**src/rtl/fc_pkg.sv**
```systemverilog
// Shared definitions for the fc output reader: FSM states, default element width
// and the index-width helper used by controller and buffer.
package fc_pkg;

    localparam int T_DEFAULT = 16;

    typedef enum logic {
        COLLECT = 1'b0,
        HOLD    = 1'b1
    } state_t;

    function automatic int idx_width(input int n);
        return (n <= 1) ? 1 : $clog2(n);
    endfunction

endpackage

```
**src/rtl/fc_out_reader_if.sv**
```systemverilog
// Element stream from an fc layer output to its reader (valid/ready/data).
interface fc_out_reader_if #(
    parameter int T = 16
);
    logic                valid;
    logic                ready;
    logic signed [T-1:0] data;

    modport master (output valid, output data, input ready);
    modport slave  (input valid, input data, output ready);
endinterface

```
**src/rtl/fc_vec_buf.sv**
```systemverilog
// M x T register file: one write port, one registered read port that returns
// zero for indices outside the vector.
module fc_vec_buf #(
    parameter int M  = 6,
    parameter int T  = 16,
    parameter int AW = 3
) (
    input  logic                clk,
    input  logic                reset,
    input  logic                wr_en,
    input  logic [AW-1:0]       wr_addr,
    input  logic signed [T-1:0] wr_data,
    input  logic                rd_en,
    input  logic [AW-1:0]       rd_addr,
    output logic signed [T-1:0] rd_data
);

    // Contents are intentionally left uninitialised on reset.
    logic signed [T-1:0] mem [M];

    always_ff @(posedge clk) begin
        if (wr_en) begin
            mem[wr_addr] <= wr_data;
        end
    end

    always_ff @(posedge clk) begin
        if (reset) begin
            rd_data <= '0;
        end else if (rd_en) begin
            rd_data <= (int'(rd_addr) < M) ? mem[rd_addr] : '0;
        end
    end

endmodule

```
**src/rtl/fc_out_reader.sv**
```systemverilog
// Captures one M-element vector from an fc layer, holds it for random-access
// readout until released. Optional running argmax: FC_OUT_READER_ARGMAX_EN.
module fc_out_reader
    import fc_pkg::*;
#(
    parameter  int M  = 6,
    parameter  int T  = T_DEFAULT,
    localparam int AW = idx_width(M)
) (
    input  logic                clk,
    input  logic                reset,
    fc_out_reader_if.slave      in_if,
    output logic                vec_valid,
    input  logic                vec_release,
    input  logic [AW-1:0]       rd_addr,
    input  logic                rd_en,
    output logic signed [T-1:0] rd_data,
`ifdef FC_OUT_READER_ARGMAX_EN
    output logic [AW-1:0]       argmax_idx,
    output logic signed [T-1:0] max_val,
`endif
    output logic [AW-1:0]       wr_idx
);

    state_t state, state_next;
    logic   accept;
    logic   last_elem;

    // in_ready is gated by reset so upstream never handshakes during the reset cycle.
    assign in_if.ready = (state == COLLECT) && !reset;
    assign vec_valid   = (state == HOLD);
    assign accept      = in_if.valid && in_if.ready;
    assign last_elem   = (int'(wr_idx) == M - 1);

    always_ff @(posedge clk) begin
        if (reset) begin
            state <= COLLECT;
        end else begin
            state <= state_next;
        end
    end

    always_comb begin
        state_next = state;
        case (state)
            COLLECT: if (accept && last_elem) state_next = HOLD;
            HOLD:    if (vec_release)         state_next = COLLECT;
            default: state_next = COLLECT;
        endcase
    end

    always_ff @(posedge clk) begin
        if (reset) begin
            wr_idx <= '0;
        end else if (accept) begin
            wr_idx <= last_elem ? '0 : wr_idx + AW'(1);
        end
    end

    fc_vec_buf #(
        .M  (M),
        .T  (T),
        .AW (AW)
    ) u_buf (
        .clk     (clk),
        .reset   (reset),
        .wr_en   (accept),
        .wr_addr (wr_idx),
        .wr_data (in_if.data),
        .rd_en   (rd_en),
        .rd_addr (rd_addr),
        .rd_data (rd_data)
    );

`ifdef FC_OUT_READER_ARGMAX_EN
    // Strict compare keeps the lowest index on ties.
    always_ff @(posedge clk) begin
        if (reset) begin
            argmax_idx <= '0;
            max_val    <= '0;
        end else if (accept && ((wr_idx == '0) || (in_if.data > max_val))) begin
            argmax_idx <= wr_idx;
            max_val    <= in_if.data;
        end
    end
`endif

endmodule
```
**src/flat_wrapper.sv**
```systemverilog
// flat-port wrapper written by rule: the top's interface ports become plain ports
module fc_out_reader_flat import fc_pkg::*;
#(
    parameter  int M  = 6,
    parameter  int T  = T_DEFAULT,
    localparam int AW = idx_width(M)
)
  (clk, reset, vec_valid, vec_release, rd_addr, rd_en, rd_data, wr_idx, in_if_valid, in_if_data, in_if_ready);
  fc_out_reader_if #(.T(T)) in_if_i ();
  input  logic clk;
  input  logic reset;
  output logic vec_valid;
  input  logic vec_release;
  input  logic [AW-1:0] rd_addr;
  input  logic rd_en;
  output logic signed [T-1:0] rd_data;
  output logic [AW-1:0] wr_idx;
  input wire logic [$bits(in_if_i.valid)-1:0] in_if_valid;
  input wire logic [$bits(in_if_i.data)-1:0] in_if_data;
  output wire logic [$bits(in_if_i.ready)-1:0] in_if_ready;
  assign in_if_i.valid = in_if_valid;
  assign in_if_i.data = in_if_data;
  assign in_if_ready = in_if_i.ready;
  fc_out_reader #(.M(M), .T(T)) u_core (.clk(clk), .reset(reset), .in_if(in_if_i), .vec_valid(vec_valid), .vec_release(vec_release), .rd_addr(rd_addr), .rd_en(rd_en), .rd_data(rd_data), .wr_idx(wr_idx));
endmodule
```
**config.mk**
```make
export PLATFORM = sky130hd
export DESIGN_NAME = fc_out_reader_flat
export DESIGN_NICKNAME = d
export VERILOG_FILES = /design/src/rtl/fc_pkg.sv /design/src/rtl/fc_out_reader_if.sv /design/src/rtl/fc_vec_buf.sv /design/src/rtl/fc_out_reader.sv /design/src/flat_wrapper.sv
export SDC_FILE = /design/constraint.sdc
export NUM_CORES = 1
export LEC_CHECK = 0
export BUFFER_PORTS_ARGS = -buffer_cell sky130_fd_sc_hd__buf_2
export CAP_MARGIN = 0
export CORE_MARGIN = 10
export CORE_UTILIZATION = 30
export DETAILED_ROUTE_END_ITERATION = 10
export GPL_TIMING_DRIVEN = 0
export HOLD_SLACK_MARGIN = 0.05
export PLACE_DENSITY = 0.48
export SYNTH_ARGS = -nofsm -noshare
export SYNTH_HDL_FRONTEND = slang
export SYNTH_SLANG_ARGS = --single-unit
export TNS_END_PERCENT = 10
```
**constraint.sdc**
```tcl
create_clock -name clk -period 3.7 [get_ports clk]
set_clock_uncertainty 0.1 [all_clocks]
set_input_delay 0.185 -clock clk [delete_from_list [all_inputs] [get_ports clk]]
set_output_delay 0.185 -clock clk [all_outputs]
set_load 0.05 [all_outputs]
```
==> summary.txt <==
Detailed routing
  – Initial DRT Pass Iterations: 4
  – DR DRC count: 0
  – Routed wire length: roughly 10000 um
  – DRT iter0 DRCs: 141
  – Final ANT Viol Nets: 0
  – DR WL/cell: 18.4 um
  – Via count: 2434
  – Via density: 4.58

Yosys
  – Simple-gate area share of the yosys netlist: 4.36%
  – Cells after Synth: 247
  – Avg Cell Area, Syn: about 18 sq um
  – Largest family of logic cells by synthesized area: multiplexers
  – Xor and xnor area share after synthesis: 0.197%
  – Adder-cell share of the synthesized area: 0%
  – Post-synth cell types: 23
  – Synth Area in Compound Gates: 6.21%
  – Cell Area, Synth: 4450 sq um
  – Post-synthesis net count: 271
  – Seq/Total Area, Yosys: 73.8%
  – Ys Warns: 0
  – #FFs+latches synth: 116
  – Mux cell area share after synthesis: 13.0%

Timing
  – Post-Route Setup TNS: 0 ns
  – Slew Limit Fails: 0
  – Final setup fails: 0
  – Worst-margin pin slew: 0.974 ns
  – Fin crit share: 57.7%
  – Fin crit period: 2.13 ns
  – Slew headroom: between 30% and 40%
  – Final hold vios: 0
  – F_max: 469 MHz
  – Unrepaired setup endpoints after global routing: no

Place
  – GP Congestion: 0.730
  – Port bufs: 42
  – Cell Area, Placed: 5010 sq um
  – Detailed Place HPWL: 6550 um

Final layout
  – Share of cells above drive strength 1: 39.9%
  – Layout area overhead: 30.8%
  – N_diodes: 0
  – Final net count: 359
  – Post-route cell area: 5820 sq um

Clock tree
  – Clock tree buffer depth: 2
  – CTS Sinks: 116
  – CTS buffer count: 17
  – Root Buffer: clkbuf_16
  – CTS tree: yes
  – Htree depth: 4
  – Clock-pin slew on the worst setup and hold paths: ~0.05 ns
  – Cells resized by post-CTS repair: 0
  – Skew-Pair Late Insertion Delay: about 0.40 ns

Floorplan
  – IO Pins: 45
  – Rows: between 40 and 50
  – DIE AREA: about 20000 sq um
  – Die height: approximately 140 um
  – Initial core utilization: 30.6%
  – Die width: 142 um
  – Core area: 14500 sq um

Outcome
  – Run status: finished clean

Worst setup path
  – Critical setup path kind: in2reg
  – Nature of the critical path endpoint: register
  – CP max FO: 9
  – Startpoint class of the critical path: input pin
  – CP Data Required Time: 3.71 ns
  – Critical Path AT: between 2 and 2.5 ns

Global routing
  – Vias in the first global route: 2735
  – First-pass GRT wire length: 15600 um
  – Total grt overflow: 0
  – GRT Total Usage: 10.4%
  – Largest net degree at the start of global routing: 17
  – Initial antenna violation count: 0

Flow run
  – Max Cap Viol: 0

Pwr
  – Worst IR drop on VDD: 0.000355 V
  – Pwr dens: 584 nW/um^2
  – Lkg Pwr: 0.00215 uW

Min path
  – Worst hold path class: in2reg
[cell usage after synthesis]
cell       count  area share [%]
a22oi_2        2            0.56
nor3_1         3            0.34
nand2_1       17             1.4
nor4_1         1            0.14
nand2b_1       2            0.28
a22oi_1       30             5.1
buf_4          2            0.34
nor4b_4        1            0.53
nor4bb_1       2            0.45
o32ai_1        1            0.20
nor2b_1        1            0.14
mux2_1        10             2.5
nor2_1         5            0.42
dfxtp_1       20             9.0
buf_6          6             1.5
xnor2_1        1            0.20
inv_1          2            0.17
nand4bb_4      1            0.62
edfxtp_1      96              65
buf_2          4            0.45
a31o_2         2            0.39
mux2_2        28             7.1
mux2_4        10             3.4
[per-stage QoR]
stage | hold WS, ns | setup WS [ns] | cells | total power (uW) | utilization, %
2_1_floorplan | 0.184 | 0.766 | 247 | 1610 | -
3_3_place_gp | 0.277 | -0.575 | 473 | 1680 | 33.7
3_5_place_dp | 0.279 | 1.52 | 481 | 1690 | 34.5
4_1_cts | 0.106 | 1.51 | 532 | 3440 | 40.1
5_1_grt | 0.125 | 1.39 | 532 | 3520 | 40.1
6_report | 0.124 | 1.57 | 532 | 3400 | 40.1
[what timing repair did]
action,4_1_cts,5_1_grt
endpoints found under the setup margin,0,0
setup buffers,0,0
hold buffers,19,0
hold endpoints to repair,98,0
[cells by family (layout without fill, tap and decap cells)]
family / after synthesis / count (layout)
DFF: 116 / 116
muxes: 48 / 48
AOI/OAI and AO/OA: 35 / 35
and+or+nand+nor: 33 / 33
buffers and inverters: 14 / 115
xor gates and xnor gates: 1 / 1
[metal layers]
metal  wire length, um  vias up  part of all wire, %  track usage, %
li1                  -     1151                    -               -
met1              4460     1222                   45            12.5
met2              4850       56                   49            16.8
met3               431        5                  4.4            4.01
met4                65        0                 0.66            3.23
met5                 0        -                    0               0
[placed cells by master, fill, tap and decap left out]
master	count
edfxtp_1	96
buf_2	46
a22oi_1	30
mux2_2	28
dfxtp_1	20
dlygate4sd3_1	19
nand2_1	17
clkbuf_16	17
buf_6	11
mux2_4	10
mux2_1	10
bufinv_16	5
clkinv_2	4
nor2_1	3
nor3_2	3
buf_4	3
clkbuf_1	3
inv_1	2
nand2b_1	2
nor2_2	2
nor4bb_1	2
a31o_2	2
a22oi_2	2
clkinv_1	2
buf_8	2
nor2b_1	1
nand4bb_4	1
nor4_2	1
nor4b_4	1
xnor2_1	1
o32ai_1	1
clkinvlp_4	1
[power by group]
group	internal, uW	switching [uW]	total, uW	leakage (uW)
combinational	81.1	131	212	0.000814
sequential	1450	13.6	1460	0.00103
clock	1180	541	1720	0.000303
total	2710	686	3400	0.00215
[critical path, cell delays in order]
cell and delay, ns:
dlygate4sd3_1 0.55, buf_6 0.14, inv_1 0.09, nand2_1 0.12, nor4_2 0.59, buf_4 0.31, buf_6 0.15
[layout make-up]
cell class / instances / area (sq um)
well taps: 184 / 230
clock buffers: 20 / 437
clock inverters: 12 / 185
fillers: 1374 / 8710
multi-input cells: 117 / 1080
inverters: 2 / 7.51
repair buffers: 69 / 494
flip-flops and latches: 116 / 3280
plain buffers: 12 / 103
[worst paths after layout]
kind / endpoint / slack (ns) / depth (start not counted) / startpoint
setup / recovery: u_core.u_buf.mem[0][0] / 1.57 / 7 / reset
hold / removal: u_core.wr_idx[1] / 0.12 / 3 / in_if_valid
setup reg to reg: u_core.u_buf.mem[0][0] / 1.59 / 5 / u_core.vec_valid
hold reg to reg: u_core.u_buf.rd_data[0] / 0.37 / 2 / u_core.u_buf.rd_data[0]
[registers in the layout (all words and copies together) (netlist names)]
name and cells:
u_core.u_buf.rd_data 16, u_core.vec_valid 1, u_core.wr_idx 3, u_core.u_buf.mem 96
No activity file was read; power rests on OpenSTA's default activity.
